## src/rtl/alu_arbiter.sv

```systemverilog
// Round-robin arbiter/sequencer sharing one 8-bit ALU between two requesters.
// Sequence per operation: IDLE -> LOAD -> EXEC (EXEC_CYCLES) -> DONE, illegal opcodes skip to DONE.
module alu_arbiter #(
    parameter int unsigned EXEC_CYCLES = 1
) (
    input  logic       clk,
    input  logic       rst,
    input  logic       req0,
    input  logic [7:0] a0,
    input  logic [7:0] b0,
    input  logic [6:0] op0,
    input  logic [7:0] fi0,
    input  logic       req1,
    input  logic [7:0] a1,
    input  logic [7:0] b1,
    input  logic [6:0] op1,
    input  logic [7:0] fi1,
    output logic       ack0,
    output logic       ack1,
    output logic       err,
    output logic [7:0] res,
    output logic [7:0] flo,
    output logic       busy,
    output logic [7:0] alu_a,
    output logic [7:0] alu_b,
    output logic [7:0] alu_fi,
    output logic [6:0] alu_op,
    output logic       alu_wa,
    output logic       alu_wb,
    output logic       alu_oe,
    input  logic [7:0] alu_d,
    input  logic [7:0] alu_fo
);

    localparam logic [1:0] IDLE = 2'd0;
    localparam logic [1:0] LOAD = 2'd1;
    localparam logic [1:0] EXEC = 2'd2;
    localparam logic [1:0] DONE = 2'd3;

    logic [1:0] state;
    logic       prio;
    logic       gnt;
    logic       err_q;
    logic [6:0] op_q;
    logic [7:0] fi_q;
    logic [3:0] cnt;

    logic       any_req;
    logic       pick;
    logic [7:0] sel_a;
    logic [7:0] sel_b;
    logic [6:0] sel_op;
    logic [7:0] sel_fi;
    logic       sel_legal;

    // With both requests high prio decides; otherwise whichever is asserting wins.
    always_comb begin
        any_req   = req0 | req1;
        pick      = (req0 && req1) ? prio : req1;
        sel_a     = pick ? a1  : a0;
        sel_b     = pick ? b1  : b0;
        sel_op    = pick ? op1 : op0;
        sel_fi    = pick ? fi1 : fi0;
        sel_legal = (sel_op != '0) && ((sel_op & (sel_op - 7'd1)) == '0);
    end

    always_ff @(posedge clk or negedge rst) begin
        if (!rst) begin
            state  <= IDLE;
            prio   <= 1'b0;
            gnt    <= 1'b0;
            err_q  <= 1'b0;
            op_q   <= '0;
            fi_q   <= '0;
            cnt    <= '0;
            res    <= '0;
            flo    <= '0;
            alu_a  <= '0;
            alu_b  <= '0;
            alu_fi <= '0;
        end else begin
            case (state)
                IDLE: begin
                    if (any_req) begin
                        gnt  <= pick;
                        prio <= ~pick;
                        op_q <= sel_op;
                        fi_q <= sel_fi;
                        if (sel_legal) begin
                            alu_a <= sel_a;
                            alu_b <= sel_b;
                            err_q <= 1'b0;
                            state <= LOAD;
                        end else begin
                            err_q <= 1'b1;
                            state <= DONE;
                        end
                    end
                end
                LOAD: begin
                    alu_fi <= fi_q;
                    cnt    <= 4'(EXEC_CYCLES - 1);
                    state  <= EXEC;
                end
                EXEC: begin
                    if (cnt == '0) begin
                        res   <= alu_d;
                        flo   <= alu_fo;
                        state <= DONE;
                    end else begin
                        cnt <= cnt - 4'd1;
                    end
                end
                default: state <= IDLE;
            endcase
        end
    end

    assign alu_wa = (state == LOAD);
    assign alu_wb = (state == LOAD);
    assign alu_oe = (state == EXEC);
    assign alu_op = alu_oe ? op_q : '0;
    assign ack0   = (state == DONE) && !gnt;
    assign ack1   = (state == DONE) && gnt;
    assign err    = (state == DONE) && err_q;
    assign busy   = (state != IDLE);

endmodule

```

## config.mk

```make
export PLATFORM = sky130hd
export DESIGN_NAME = alu_arbiter
export DESIGN_NICKNAME = d
export VERILOG_FILES = /design/src/rtl/alu_arbiter.sv
export SDC_FILE = /design/constraint.sdc
export NUM_CORES = 1
export LEC_CHECK = 0
export CORE_MARGIN = 1.5
export CORE_UTILIZATION = 46
export CTS_CLUSTER_SIZE = 20
export DETAILED_ROUTE_END_ITERATION = 6
export PLACE_DENSITY = 0.86
export SLEW_MARGIN = 20
export SYNTH_ARGS = -nofsm -noshare
export SYNTH_HDL_FRONTEND = slang
export SYNTH_SLANG_ARGS = --single-unit
```

## constraint.sdc

```tcl
create_clock -name clk -period 5.35 [get_ports clk]
set_clock_uncertainty 0.2 [all_clocks]
set_input_delay 0.8025 -clock clk [delete_from_list [all_inputs] [get_ports clk]]
set_output_delay 0.8025 -clock clk [all_outputs]
set_load 0.01 [all_outputs]
```

## Word-level counts from Yosys, hierarchy flattened

Cells that the tools add are included.

| word-level totals | value |
|---|---|
| register bits after elaboration | 64 |
| bits of input ports | 82 |

| cells by class | value |
|---|---|
| add/sub/neg operators | 2 |
| equal/unequal tests | 6 |
| mux-type cells | 13 |
| bitwise logic cells | 3 |
| reductions and logical operators | 17 |

Operators with widths:

| kind | number |
|---|---|
| 8-bit 2-to-1 mux | 3 |
| 7-bit 2-to-1 mux | 2 |
| 4-bit one-hot mux with 2 select lines | 1 |
| 2-bit AND reduction | 4 |
| 7-bit AND | 1 |
| 7-bit logical NOT | 1 |
| 7-bit nonzero test | 1 |
| 7-bit by 1-bit subtractor with 7-bit output (second input constant) | 1 |
| 2-bit 2-to-1 mux | 3 |
| 2-bit one-hot mux with 3 select lines | 1 |
| 1-bit logical AND | 5 |
| 2-bit equality test (second input constant) | 2 |
| 4-bit logical NOT | 1 |
| 4-bit 2-to-1 mux | 1 |
| 2-bit != test (second input constant) | 2 |
| 2-bit nonzero test | 2 |
| 4-bit by 1-bit subtractor with 4-bit output (second input constant) | 1 |
| 3-bit AND reduction | 1 |
| 2-bit by 1-bit equality test with 1-bit output (second input constant) | 1 |
| 2-bit logical NOT | 1 |
| 1-bit 2-to-1 mux | 2 |
| 2-bit by 1-bit != test with 1-bit output (second input constant) | 1 |
| 1-bit logical NOT | 1 |
| 1-bit NOT | 1 |
| 1-bit bitwise OR | 1 |

## Depth between registers and ports, before layout

Gate-level depths: netlist of the first run.

| logic depth | value |
|---|---|
| depth in word-level cells | 10 |
| mapped depth | 6 |

## Least setup slack after synthesis of the first run

No wires, ideal clock.

| timing path | value |
|---|---|
| path type | in2reg |
| start | input port op1[0] |
| end | register alu_a[0] |
| library setup time | 0.125 ns |
| data arrival time | 2.594 ns |
| data required time | 5.025 ns |
| setup slack | 2.431 ns |
| stages | 6 |
| path through | maj3_2 -> o31a_1 -> or4b_4 -> a31oi_4 -> buf_12 -> mux2_4 |

| between the ends | value |
|---|---|
| longest elaborated chain between the ends | 6 |

RTL lines:

| element | RTL line | text |
|---|---|---|
| start: declaration | 16 | `input logic [6:0] op1,` |
| 7-bit 2-to-1 mux (*) | 62 | `sel_op = pick ? op1 : op0;` |
| 7-bit by 1-bit subtractor with 7-bit output | 64 | `sel_legal = (sel_op != '0) && ((sel_op & (sel_op - 7'd1)) == '0);` |
| 7-bit AND | 64 |  |
| 7-bit logical NOT | 64 |  |
| 1-bit logical AND (*) | 64 |  |
| 3-bit AND reduction (no source line) (*) | n/a |  |
| end signal: assignment | 90 | `alu_a <= sel_a;` |
| end: declaration | 24 | `output logic [7:0] alu_a,` |

Every way passes the cells marked *; elsewhere a longest branch is shown, timed or not.
A chain may end at the register's enable or synchronous reset.

## Worst setup path after layout of the first run

| timing path | value |
|---|---|
| start | input port op1[3] |
| end | register alu_b[1] |

| between the ends | value |
|---|---|
| longest elaborated chain between the ends | 6 |

RTL lines:

| element | RTL line | text |
|---|---|---|
| 7-bit 2-to-1 mux (*) | 62 |  |
| 7-bit by 1-bit subtractor with 7-bit output | 64 |  |
| 7-bit AND | 64 |  |
| 7-bit logical NOT | 64 |  |
| 1-bit logical AND (*) | 64 |  |
| 3-bit AND reduction (no source line) (*) | n/a |  |
| end signal: assignment | 91 | `alu_b <= sel_b;` |
| end: declaration | 25 | `output logic [7:0] alu_b,` |

Marked as above.

==> run_results.csv, run 1 <==
group,metric,value,unit
global_route,antenna_found_initial,0,
power,vdd_ir_drop_max,0.2123,mV
synthesis,synthArstFlopShare,1.000,
global_route,first_global_vias,2421,
detailed_routing,drtIter0Drc,65,
clocking,worstSkewPairLatency,0.34,ns
detailed_routing,vias,2478,
setup_path,slowest_delay,0.62,ns
run_status,status,"completed",
hold_path,min-delay-start,"op_q[0]$_DFFE_PN0P_",
flow_run,maxCapViolCount,0,
synthesis,synth.most_common_cell,"dfrtp_1",
clocking,cts_hold_buf,0,
synthesis,ys_types,38,
power,p_sw_frac,0.3208,
placed_design,place_congestion,0.8051,
synthesis,ys_seq_area_frac,0.5075,
cells_and_area,diodes,0,
hold_path,holdPathEnd,"op_q[0]$_DFFE_PN0P_",
sta,worst_slew_pin_slew,0.7988,ns
clocking,cts_tree,"yes",
setup_path,rr_startpoint,"prio$_DFFE_PN0P_",
clocking,clkSlewWorstSetupHoldPaths,0.07,ns
die,dieArea,0.007366,sq mm
synthesis,synth_enable_flop_cells,0,
cells_and_area,area_delta_synth_final,51.43,%
clocking,h-tree-depth,3,
placed_design,portBuffers,135,
synthesis,synth_area_leaders,"dfrtp_1, mux2_2, mux2i_1, mux2_4, o21ai_0",
sta,setup_viol,0,
power,p_switching,0.7543,mW
detailed_routing,drt_wl_total,7153,um
global_route,grt.overflow.total,0,
detailed_routing,routedWlPerCell,14.93,um
detailed_routing,drc,0,
placed_design,dp_hpwl,5386,um
clocking,clockBufferDepth,2,
setup_path,r2r_setup_slack,2.71,ns
setup_path,critical_path_class,"in -> reg",
power,clkPwrFrac,0.180,
synthesis,synth_common_cells,"dfrtp_1, mux2_2, nand2_1, o21ai_0, mux2i_1",
setup_path,cp_data_arrival_time,3.39,ns
synthesis,synth_top_area_cell,"dfrtp_1",
synthesis,syn-num-nets,345,
cells_and_area,drive_above_1_share,0.2055,
setup_path,worstPathRequired,5.37,ns
die,start_util,0.4696,
setup_path,r2r-end,"alu_b[1]$_DFFE_PN0P_",
sta,min_period_over_period,0.6297,
sta,setup_tns,0,ns
sta,hold_viol_final,0,
power,combPwrFrac,0.465,
sta,drv_slew,0,
setup_path,end_kind,"flip-flop",
power,power.density,492.0,mW/mm^2
global_route,grt_max_degree,65,
clocking,cts_setup_buffers,0,
synthesis,synth.avg_cell_area,12.28,sq um
clocking,cts_inserted_buffers,9,
synthesis,ys_warn_count,0,
die,num_io_pins,136,
clocking,post_cts_resized,0,
die,design.core.area,0.006719,sq mm
sta,relSlewSlack,0.4674,
setup_path,critPathSlowestCell,"a31oi_4",
detailed_routing,postRouteAntennaNets,0,
cells_and_area,nNetsFinal,482,
setup_path,crit_family,"compound AO/OA/AOI/OAI gates",
clocking,clock-sinks,64,
global_route,track_usage,0.2056,
power,sequentialPowerShare,0.354,
setup_path,startpoint_type,"input port",
hold_path,min_path_type,"reg -> reg",
setup_path,cp_cell_sequence,"clkdlybuf4s50_1 > maj3_2 > o31a_1 > or4b_4 > a31oi_4 > mux2_2",
power,p_leak,2.045,nW
die,dieWidth,85.83,um
synthesis,synth.top_cell.area_share,0.5075,
cells_and_area,postLayoutCoreUtil,0.7112,
sta,rsz0062_at_grt,"no",
setup_path,critical_path_peak_fanout,16,
global_route,grt_pass1_wl,11610,um
sta,fmax,296.8,MHz
die,std_cell_rows,30,
synthesis,synth_area,0.003156,sq mm
die,die_h,85.83,um
setup_path,crit_buf_inv,1,
clocking,cts_root_buf,"clkbuf_8",
power,intPower,1.597,mW
synthesis,synth-main-ff-cell,"dfrtp_1",
detailed_routing,viasPerCell,5.173,
synthesis,yosys_register_bits,64,
sta,min_period,3.369,ns
detailed_routing,drtPass1Iterations,6,
setup_path,r2r_cells,4,
hold_path,hold_path_depth,2,
synthesis,syn-instance-count,257,
==> kinds of logic after synthesis <==
| family | count (synthesis) | synth area share |
|---|---|---|
| AOI/OAI and AO/OA | 38 | 0.07693 |
| xor gates and xnor gates | 3 | 0.008328 |
| adders and majority gates | 8 | 0.03053 |
| buffers and inverters | 19 | 0.02974 |
| DFF | 64 | 0.5075 |
| muxes | 73 | 0.2657 |
| and+or+nand+nor | 52 | 0.08129 |
==> worst max-delay path by stage <==
| stage | endpoint | cells past startpoint | from | slack [ns] |
|---|---|---|---|---|
| 2_1_floorplan | alu_a[0]$_DFFE_PN0P_ | 6 | op1[0] | 2.43 |
| 5_1_grt | alu_b[1]$_DFFE_PN0P_ | 6 | req0 | 1.87 |
| 6_report | alu_b[1]$_DFFE_PN0P_ | 6 | op1[3] | 1.98 |
| 3_5_place_dp | alu_b[1]$_DFFE_PN0P_ | 6 | op1[3] | 1.63 |
| 3_3_place_gp | alu_b[3]$_DFFE_PN0P_ | 6 | op1[3] | 1.69 |
| 4_1_cts | alu_b[1]$_DFFE_PN0P_ | 6 | op1[3] | 1.99 |
==> power by group through the flow <==
stage          sequential, mW  combinational (mW)  clock, mW
4_1_cts                 0.837                1.11      0.431
6_report                0.833                1.09      0.424
3_5_place_dp            0.842                1.11          0
3_3_place_gp            0.830                1.07          0
2_1_floorplan           0.889               0.495          0
5_1_grt                 0.864                1.19      0.452
==> registers in the layout, indices dropped and copies added (netlist names) <==
name and cells:
gnt 1, cnt 4, fi_q 8, alu_fi 8
flo 8, res 8, prio 1, op_q 7
alu_a 8, state 2, alu_b 8, err_q 1
==> worst min-delay path, delay by kind of cell (launching register included) <==
family	cells	cell delay, ns
flops	1	0.34
compound gates	1	0.06
simple gates	1	0.04
==> cell usage in the layout, fill, tap and decap left out, types with 7 or more instances in the layout <==
cell type        netlist  routed
mux2_4                10      10
mux2i_1               17      17
o21ai_0               22      22
mux2_2                46      46
clkdlybuf4s50_1        0     134
inv_1                  7       7
clkbuf_8               0      10
dfrtp_1               64      64
and2_1                 9       9
nand2_1               22      22
==> cell type report <==
| type | instances | area [sq um] |
|---|---|---|
| tap | 80 | 100.1 |
| inverter | 7 | 26.28 |
| timing repair buffer | 138 | 1369 |
| clock buffer | 10 | 137.6 |
| multi-input combinational | 174 | 1475 |
| fill | 497 | 1941 |
| sequential | 64 | 1602 |
| clock inverter | 6 | 68.82 |
==> stage by stage <==
stage | hold slack [ns] | power (mW) | instance area, sq um | instances | worst slack (ns)
floorplan | 0.2424 | 1.384 | 3156 | 257 | 2.431
global placement | 0.2580 | 1.902 | 4572 | 463 | 1.693
detailed placement | 0.2633 | 1.949 | 4572 | 463 | 1.632
CTS | 0.2793 | 2.378 | 4778 | 479 | 1.989
global route | 0.3043 | 2.503 | 4778 | 479 | 1.868
finish | 0.2764 | 2.351 | 4778 | 479 | 1.981
==> routing by layer <==
metal / track usage / up-vias / share of wire
met4: 0.08798 / 0 / 0.011
met3: 0.05005 / 7 / 0.062
met1: 0.2492 / 1186 / 0.42
met5: 0 / - / 0
met2: 0.3500 / 92 / 0.51
li1: - / 1193 / -
(Power assumes the default switching activity.)
==> run 2, diff against run 1 <==
--- a/config.mk
+++ b/config.mk
@@ -6,10 +6,10 @@
 export NUM_CORES = 1
 export LEC_CHECK = 0
 export CORE_MARGIN = 1.5
-export CORE_UTILIZATION = 46
+export CORE_UTILIZATION = 43
 export CTS_CLUSTER_SIZE = 20
 export DETAILED_ROUTE_END_ITERATION = 6
-export PLACE_DENSITY = 0.86
+export PLACE_DENSITY = 0.81
 export SLEW_MARGIN = 20
 export SYNTH_ARGS = -nofsm -noshare
 export SYNTH_HDL_FRONTEND = slang
==> constraint.sdc (replaced) <==
create_clock -name clk -period 3.3 [get_ports clk]
set_clock_uncertainty 0.2 [all_clocks]
set_input_delay 0.495 -clock clk [delete_from_list [all_inputs] [get_ports clk]]
set_output_delay 0.495 -clock clk [all_outputs]
set_load 0.01 [all_outputs]
==> run 2 against run 1 <==
Sequential share of layout area down 0.77 points. Clock power up 97%. Largest power group unchanged. Core utilization down 3.0 points. Sequential power up 62%. Power up 69%. Register-to-register slack worse by 1.8 ns. Global-route usage down 0.66 points. Routed wire length up 3.7%. Worst hold slack better by 0.00063 ns. First-iteration DRC count down 35%. Highest routed layer unchanged. Via count up 0.89%. Combinational power up 64%.
==> run_results.csv, run 2 (synthesis results as in run 1) <==
group,metric,value,unit
placed_design,dpl.cell_count,485,
sta,min_period,2.769,ns
clocking,clock-sinks,64,
die,dieArea,0.007861,sq mm
setup_path,critical_path_class,"in -> reg",
placed_design,dp_hpwl,5589,um
cells_and_area,n_fill_cell,521,
setup_path,startpoint_type,"input port",
power,p_leak,2.086,nW
clocking,cts_tree,"yes",
global_route,track_usage,0.1990,
detailed_routing,postRouteAntennaNets,0,
clocking,clockBufferDepth,2,
sta,fmax,361.1,MHz
sta,relSlewSlack,0.5313,
clocking,worstSkewPairLatency,0.34,ns
detailed_routing,drc,0,
flow_run,maxCapViolCount,0,
power,p_switching,1.245,mW
setup_path,slowest_delay,0.51,ns
global_route,grt_pass1_wl,11660,um
power,intPower,2.732,mW
clocking,clkSlewWorstSetupHoldPaths,0.08,ns
die,num_io_pins,136,
sta,rsz0062_at_grt,"no",
setup_path,end_kind,"flip-flop",
global_route,grt.overflow.total,0,
setup_path,critPathSlowestCell,"or4b_4",
detailed_routing,viasPerCell,4.980,
placed_design,place_congestion,0.7993,
setup_path,crit_family,"buffers and inverters",
global_route,grt_max_degree,45,
detailed_routing,drt_wl_total,7421,um
setup_path,critical_path_peak_fanout,16,
cells_and_area,final_cell_mix,"clkdlybuf4s50_1, dfrtp_1, mux2_2, nand2_1, o21ai_0",
setup_path,path_depth,7,
cells_and_area,nNetsFinal,486,
detailed_routing,vias,2500,
cells_and_area,diodes,0,
sta,setup_tns,0,ns
power,sequentialPowerShare,0.340,
global_route,first_global_vias,2410,
cells_and_area,final_common_cell,"clkdlybuf4s50_1",
hold_path,hold_path_depth,2,
detailed_routing,routedWlPerCell,14.78,um
die,std_cell_rows,31,
placed_design,portBuffers,135,
power,combPwrFrac,0.450,
sta,min_period_over_period,0.8391,
setup_path,worstPathRequired,3.32,ns
clocking,cts_setup_buffers,0,
setup_path,crit_buf_inv,2,
detailed_routing,drtIter0Drc,42,
sta,fin_ws,0.5308,ns
clocking,cts_inserted_buffers,9,
cells_and_area,drive_above_1_share,0.2109,
hold_path,min_path_type,"reg -> reg",
setup_path,r2r_cells,4,
power,vdd_ir_drop_max,0.3111,mV
global_route,antenna_found_initial,0,
sta,hold_viol_final,0,
detailed_routing,drtPass1Iterations,4,
placed_design,place_ws,0.1612,ns
run_status,status,"completed",
clocking,cts_root_buf,"clkbuf_8",
die,start_util,0.4398,
sta,worst_slew_pin_slew,0.7030,ns
die,die_h,88.67,um
die,dieWidth,88.67,um
cells_and_area,final_cells,502,
power,p_sw_frac,0.3130,
power,power.density,813.1,mW/mm^2
cells_and_area,postLayoutCoreUtil,0.6816,
sta,drv_slew,0,
cells_and_area,area_delta_synth_final,55.00,%
clocking,h-tree-depth,3,
die,design.core.area,0.007176,sq mm
sta,setup_viol,0,
setup_path,cp_cell_sequence,"clkdlybuf4s50_1 > maj3_2 > o31a_1 > or4b_4 > a31oi_4 > buf_12 > mux2_2",
power,clkPwrFrac,0.210,
setup_path,cp_data_arrival_time,2.79,ns
==> run 2: cell types whose count changed in the layout (fill, tap and decap cells not counted) <==
cell / previous run / this run
buf_4: 3 / 6
clkinv_4: 3 / 0
inv_6: 0 / 3
bufinv_16: 1 / 3
buf_12: 0 / 1
buf_2: 1 / 0
clkbuf_8: 10 / 9
clkinv_2: 1 / 0
dlygate4sd3_1: 0 / 1
==> run 2: final cells by class <==
class                   instances  area [sq um]  share of cell area
inverters                       7         26.28            0.005372
clock inverters                 7         123.9             0.02533
well taps                      99         123.9             0.02533
flip-flops and latches         64          1602              0.3275
multi-input cells             174          1475              0.3016
clock buffers                   9         123.9             0.02533
repair buffers                142          1416              0.2896
==> run 2: what timing repair did <==
action	in CTS	in global routing
hold buffers	0	1
endpoints found under the hold margin	0	33
setup endpoints to repair	0	0
gates resized for setup	0	0
==> run 2: routing by layer <==
metal  vias up  GRT usage  wire length (um)
met5         -          0                 0
met4         0    0.07670               108
met3         9    0.05317               516
met2        87     0.3444              3855
met1      1205     0.2361              2941
li1       1199          -                 -
==> run 2: worst register-to-register path: cells and delay by family (launching register included) <==
kind,cells,cell delay [ns]
simple gates,1,0.70
flops,1,0.44
fa+ha+maj,1,0.42
mux,1,0.42
buf+inv,1,0.12
==> run 2: through the flow <==
step	hold slack (ns)	instance area (sq um)	total power, mW
6_report	0.2771	4891	3.977
5_1_grt	0.3020	4891	4.230
4_1_cts	0.1398	4878	4.022
3_5_place_dp	0.2662	4631	3.171
3_3_place_gp	0.2563	4631	3.104
2_1_floorplan	-0.0005910	3156	2.244
==> run 2: path summary, 6_finish.rpt <==
check	end	start	slack (ns)
max in group asynchronous	alu_a[5]$_DFFE_PN0P_	rst	1.82
min in group asynchronous	cnt[3]$_DFFE_PN0P_	rst	0.49
worst min register to register	op_q[2]$_DFFE_PN0P_	op_q[2]$_DFFE_PN0P_	0.28
worst max-delay path	alu_b[0]$_DFFE_PN0P_	op1[3]	0.53
worst min-delay path	op_q[2]$_DFFE_PN0P_	op_q[2]$_DFFE_PN0P_	0.28
worst max register to register	flo[1]$_DFFE_PN0P_	state[0]$_DFFE_PN0P_	0.89
==> run 2: power groups by stage <==
| stage | clock (mW) | combinational (mW) | sequential, mW |
|---|---|---|---|
| 4_1_cts | 0.848 | 1.82 | 1.36 |
| 2_1_floorplan | 0 | 0.803 | 1.44 |
| 6_report | 0.835 | 1.79 | 1.35 |
| 3_5_place_dp | 0 | 1.81 | 1.36 |
| 5_1_grt | 0.884 | 1.95 | 1.40 |
| 3_3_place_gp | 0 | 1.76 | 1.34 |
